<file path="src/rtl/keypad_pkg.sv">
// Shared types and the key layout decode for the 4x4 keypad scanner.
package keypad_pkg;

  typedef enum logic [1:0] {SCAN, DEBOUNCE, HELD, RELEASE} state_t;

  localparam logic [3:0] KEY_CLEAR = 4'hE;

  // Rows top to bottom: 1 2 3 A / 4 5 6 B / 7 8 9 C / * 0 # D, with * = E and # = F.
  function automatic logic [3:0] decode_key(input logic [1:0] row, input logic [1:0] col);
    logic [3:0] code;
    code = 4'h0;
    case ({row, col})
      4'h0: code = 4'h1;
      4'h1: code = 4'h2;
      4'h2: code = 4'h3;
      4'h3: code = 4'hA;
      4'h4: code = 4'h4;
      4'h5: code = 4'h5;
      4'h6: code = 4'h6;
      4'h7: code = 4'hB;
      4'h8: code = 4'h7;
      4'h9: code = 4'h8;
      4'hA: code = 4'h9;
      4'hB: code = 4'hC;
      4'hC: code = 4'hE;
      4'hD: code = 4'h0;
      4'hE: code = 4'hF;
      4'hF: code = 4'hD;
      default: code = 4'h0;
    endcase
    return code;
  endfunction

endpackage

</file>
<file path="src/rtl/scan_tick_gen.sv">
// Divides clk down to a one-cycle tick that paces column dwell and debounce.
module scan_tick_gen #(
  parameter int CLK_FREQ  = 100000000,
  parameter int SCAN_FREQ = 1000
) (
  input  logic clk,
  input  logic reset,
  output logic tick
);

  localparam int DIV = CLK_FREQ / SCAN_FREQ;
  localparam int DW  = (DIV > 1) ? $clog2(DIV) : 1;

  logic [DW-1:0] div;

  assign tick = (div == DW'(DIV - 1));

  always_ff @(posedge clk or posedge reset) begin
    if (reset) begin
      div <= '0;
    end else if (tick) begin
      div <= '0;
    end else begin
      div <= div + DW'(1);
    end
  end

endmodule

</file>
<file path="src/rtl/keypad_scanner.sv">
// 4x4 matrix keypad scanner: column drive, row sync, debounce, decode and a
// 4-digit BCD entry register laid out for the seven-segment multiplexer.
module keypad_scanner
  import keypad_pkg::*;
#(
  parameter int CLK_FREQ       = 100000000,
  parameter int SCAN_FREQ      = 1000,
  parameter int DEBOUNCE_TICKS = 4
) (
  input  logic        clk,
  input  logic        reset,
  input  logic [3:0]  row_in,
  output logic [3:0]  col_out,
  output logic [3:0]  key_code,
  output logic        key_valid,
  output logic        key_held,
  output logic [15:0] digits
);

  localparam int CW = $clog2(DEBOUNCE_TICKS + 1);
  localparam logic [CW-1:0] CNT_DONE = CW'(DEBOUNCE_TICKS);
  localparam bit ONE_TICK = (DEBOUNCE_TICKS == 1);

  logic          tick;
  logic [3:0]    row_m, row_s;
  state_t        state;
  logic [1:0]    col_idx, cap_row, prio_row;
  logic [CW-1:0] cnt, rcnt, cnt_nxt, rcnt_nxt;
  logic          any_low, accept, release_done;
  logic [3:0]    code;

  scan_tick_gen #(.CLK_FREQ(CLK_FREQ), .SCAN_FREQ(SCAN_FREQ)) u_tick (
    .clk   (clk),
    .reset (reset),
    .tick  (tick)
  );

  assign col_out = ~(4'b0001 << col_idx);

  always_ff @(posedge clk or posedge reset) begin
    if (reset) begin
      row_m <= 4'hF;
      row_s <= 4'hF;
    end else begin
      row_m <= row_in;
      row_s <= row_m;
    end
  end

  // Lowest-numbered low row wins when several keys share the driven column.
  always_comb begin
    prio_row = 2'd0;
    if (!row_s[0])      prio_row = 2'd0;
    else if (!row_s[1]) prio_row = 2'd1;
    else if (!row_s[2]) prio_row = 2'd2;
    else if (!row_s[3]) prio_row = 2'd3;
  end

  assign any_low  = (row_s != 4'hF);
  assign cnt_nxt  = cnt + CW'(1);
  assign rcnt_nxt = rcnt + CW'(1);
  assign code     = decode_key(prio_row, col_idx);

  assign accept = tick && any_low &&
                  ((state == SCAN && ONE_TICK) ||
                   (state == DEBOUNCE && prio_row == cap_row && cnt_nxt == CNT_DONE));
  assign release_done = tick && !any_low &&
                        ((state == HELD && ONE_TICK) ||
                         (state == RELEASE && rcnt_nxt == CNT_DONE));

  always_ff @(posedge clk or posedge reset) begin
    if (reset) begin
      state     <= SCAN;
      col_idx   <= 2'd0;
      cap_row   <= 2'd0;
      cnt       <= '0;
      rcnt      <= '0;
      key_code  <= 4'h0;
      key_valid <= 1'b0;
      key_held  <= 1'b0;
      digits    <= 16'h0000;
    end else begin
      key_valid <= 1'b0;
      if (tick) begin
        case (state)
          SCAN: begin
            if (!any_low) begin
              col_idx <= col_idx + 2'd1;
            end else begin
              cap_row <= prio_row;
              cnt     <= CW'(1);
              state   <= DEBOUNCE;
            end
          end
          DEBOUNCE: begin
            if (any_low && prio_row == cap_row) begin
              cnt <= cnt_nxt;
            end else begin
              cnt     <= '0;
              col_idx <= col_idx + 2'd1;
              state   <= SCAN;
            end
          end
          HELD: begin
            if (!any_low) begin
              rcnt  <= CW'(1);
              state <= RELEASE;
            end
          end
          RELEASE: begin
            if (!any_low) begin
              rcnt <= rcnt_nxt;
            end else begin
              rcnt  <= '0;
              state <= HELD;
            end
          end
          default: state <= SCAN;
        endcase
        // Acceptance and release completion override the per-state updates above.
        if (accept) begin
          key_code  <= code;
          key_valid <= 1'b1;
          key_held  <= 1'b1;
          cnt       <= '0;
          state     <= HELD;
          if (code < 4'd10) begin
            digits <= {digits[11:0], code};
          end else if (code == KEY_CLEAR) begin
            digits <= 16'h0000;
          end
        end
        if (release_done) begin
          key_held <= 1'b0;
          rcnt     <= '0;
          col_idx  <= col_idx + 2'd1;
          state    <= SCAN;
        end
      end
    end
  end

endmodule

</file>
<file path="config.mk">
export PLATFORM = sky130hd
export DESIGN_NAME = keypad_scanner
export DESIGN_NICKNAME = d
export VERILOG_FILES = /design/src/rtl/keypad_pkg.sv /design/src/rtl/scan_tick_gen.sv /design/src/rtl/keypad_scanner.sv
export SDC_FILE = /design/constraint.sdc
export NUM_CORES = 1
export LEC_CHECK = 0
export CORE_MARGIN = 10
export CORE_UTILIZATION = 50
export DETAILED_ROUTE_END_ITERATION = 16
export HOLD_SLACK_MARGIN = 0.03
export PLACE_DENSITY = 0.76
export SLEW_MARGIN = 20
export SYNTH_ARGS = -nofsm -noshare
export SYNTH_HDL_FRONTEND = slang
export SYNTH_SLANG_ARGS = --single-unit
</file>
<file path="constraint.sdc">
create_clock -name clk -period 2.6 [get_ports clk]
set_clock_uncertainty 0.05 [all_clocks]
set_input_delay 0.39 -clock clk [delete_from_list [all_inputs] [get_ports clk]]
set_output_delay 0.39 -clock clk [all_outputs]
set_load 0.02 [all_outputs]
</file>
==> impl_metrics.yaml <==
run_status:
  status: "completed"
yosys:
  synth_top_cell_by_area: "dfrtp_1"
  synth_area_per_cell_um2: 9.93
  synth_top_cell_area_share: 0.413
  synth.distinct_cells: 53
  ys_seq_area_frac: 0.482
  synth_edf_count: 0
  synth-seq-cells: 59
  netlist_instances: 311
  syn_nets: 328
  syn-cell-area_um2: 3090
  ys_top_cells_by_area: "dfrtp_1 (41%), dfstp_2 (6.8%), o211ai_1 (6.3%)"
  ys.flop_type: "dfrtp_1"
  yosysWarnings: 0
  ys_async_sr_fraction: 1.00
setup_path:
  r2r_slack_ns: 0.28
  cp_max_fo: 14
  cp.buffers_inverters: 2
  r2r-start: "col_idx[1]"
  r2r_cells: 8
  crit_required_ns: 2.74
  crit_type: "reg2reg"
  cp_slowest_stage_delay_ns: 0.46
  reg2reg_to: "digits[2]"
  cpLargestDelayFamily: "compound AO/OA/AOI/OAI gates"
  slowest_stage: "dfrtp_1"
  cp-end-kind: "register"
  cp.arrival_ns: 2.45
  cp_common_cell: "o221ai_1"
  cp-start-kind: "register"
  crit_chain: "inv_1 > ha_1 > o21ai_0 > o221ai_1 > nand3_1 > o211ai_2 > buf_4 > o221ai_1"
power:
  p_seq_frac: 0.527
  internal-power_mw: 1.40
  p_comb_frac: 0.038
  peakVddDrop_v: 0.000298
  clockPowerShare: 0.435
  powerDensity_nw_per_um2: 483
  p_sw_mw: 0.382
  swShare: 0.214
  power.leakage_nw: 1.53
cts:
  cts_tree: "yes"
  cts_buffers: 9
  cts_hold_buf: 0
  cts_buffer_depth: 2
  cts-root-buf: "clkbuf_8"
  worstSkewPairLatency_ns: 0.33
  postCtsSetupRepairBufs: 0
  htreeDepth: 3
  clk_pin_slew_worst_paths_ns: 0.06
  cts_resized: 0
  clock_sinks: 59
route:
  drt_pass1_iterations: 4
  drc: 0
  routed_via_density: 5.61
  drt_iter0_markers: 156
  drt_wl_total_um: 6240
  post_drt_wl_per_cell_um: 14.6
  vias: 2405
  ant_nets: 0
finish:
  drive_gt1_frac: 0.136
  nets: 366
  antenna_cells: 0
  utilization: 0.621
  final_cell_mix: "dfrtp_1 (51), nand2_1 (31), clkdlybuf4s50_1 (31), inv_1 (29), o211ai_1 (26)"
  syn_to_final_growth_pct: 19.7
  final_common_cell: "dfrtp_1"
  stdcell_count: 429
  fin_area_um2: 3700
placed_design:
  io_buffer_count: 31
  place_ws_ns: 0.303
  dpl_cell_area_um2: 3500
  dp_cells: 413
  gp_congestion: 0.931
  hpwl_um: 4550
die:
  top_level_ports: 32
  die_width_um: 98.6
  design.die.area_um2: 9720
  coreArea_um2: 5960
  die_h_um: 98.6
  num_rows: 28
  start_util: 0.518
global_route:
  antenna_found_initial: 0
  busiest_layer: "met2"
  grt_overflow_total: 0
  globalRouteMet3Util: 0.0370
  grt_pass1_vias: 2337
  grt_pass1_wl_um: 10900
  met1_usage: 0.172
  grt_util_met2: 0.195
  grt_max_degree: 36
  track_usage: 0.133
timing:
  tns_ns: 0
  finalSetupViolations: 0
  slew_violations: 0
  rsz0062_at_grt: "false"
  hold_viol_final: 0
  clock.fmax_mhz: 432
  tightest_slew_ns: 0.736
  period_share: 0.891
  period_needed_ns: 2.32
  fin_ws_ns: 0.283
  slew_headroom: 0.505
hold_path:
  holdCritStartpoint: "row_m[1]"
  hp-class: "reg2reg"
  whs_path_depth: 0
  min_to: "row_s[1]"
run:
  maxCapViolations: 0
==> layer usage <==
layer	wire, µm	vias up
li1	-	1166
met1	2960	1162
met2	2810	62
met3	319	15
met4	151	0
met5	0	-
==> worst max path at each step <==
| stage | startpoint | endpoint | depth (start not counted) |
|---|---|---|---|
| 2_1_floorplan | col_idx[0] | digits[10] | 8 |
| 4_1_cts | col_idx[1] | digits[8] | 7 |
| 5_1_grt | col_idx[1] | digits[15] | 7 |
| 3_3_place_gp | col_idx[1] | digits[8] | 7 |
| 3_5_place_dp | col_idx[1] | digits[8] | 7 |
| 6_report | col_idx[1] | digits[2] | 8 |
==> power groups by stage <==
stage	registers, mW	logic [mW]	clock network [mW]
final	0.940	0.0674	0.777
after global routing	0.941	0.0760	0.846
after CTS	0.940	0.0691	0.804
after detailed placement	0.956	0.0690	0
after global placement	0.955	0.0677	0
after floorplan	0.948	0.0522	0
==> Yosys cell counts, types with 7 or more instances <==
master and number:
dfrtp_1 51, nand2_1 31, inv_1 30, o211ai_1 26
nor2_1 19, xnor2_1 13, ha_1 11, nand3_1 11
o21ai_0 10, a21oi_1 8, buf_2 8, dfstp_2 8
nand4_1 7
==> state kept, by name (all words and copies together), names as in the netlist <==
name        cells
cnt             3
key_valid       1
cap_row         2
row_s           4
state           2
col_idx         2
row_m           4
digits         16
key_code        4
u_tick.div     17
rcnt            3
key_held        1
==> layout make-up <==
type / count / area, µm²
Multi-Input combinational cell: 206 / 1400
Clock inverter: 1 / 5.00
Fill cell: 517 / 2260
Clock buffer: 15 / 186
Timing Repair Buffer: 42 / 405
Inverter: 31 / 116
Sequential cell: 59 / 1490
Tap cell: 75 / 93.8
==> kinds of logic after synthesis <==
family,after synthesis,synth area share
and+or+nand+nor,109,0.193
AOI/OAI and AO/OA,67,0.161
DFF,59,0.482
xor gates and xnor gates,17,0.0482
buffers and inverters,46,0.0640
adders and majority gates,11,0.0446
muxes,2,0.00851
==> through the flow <==
stage          power [mW]  hold slack (ns)
2_1_floorplan        1.00            0.295
3_3_place_gp         1.02            0.296
3_5_place_dp         1.03            0.299
4_1_cts              1.81            0.308
5_1_grt              1.86            0.309
6_report             1.78            0.307
(Power assumes the default switching activity.)
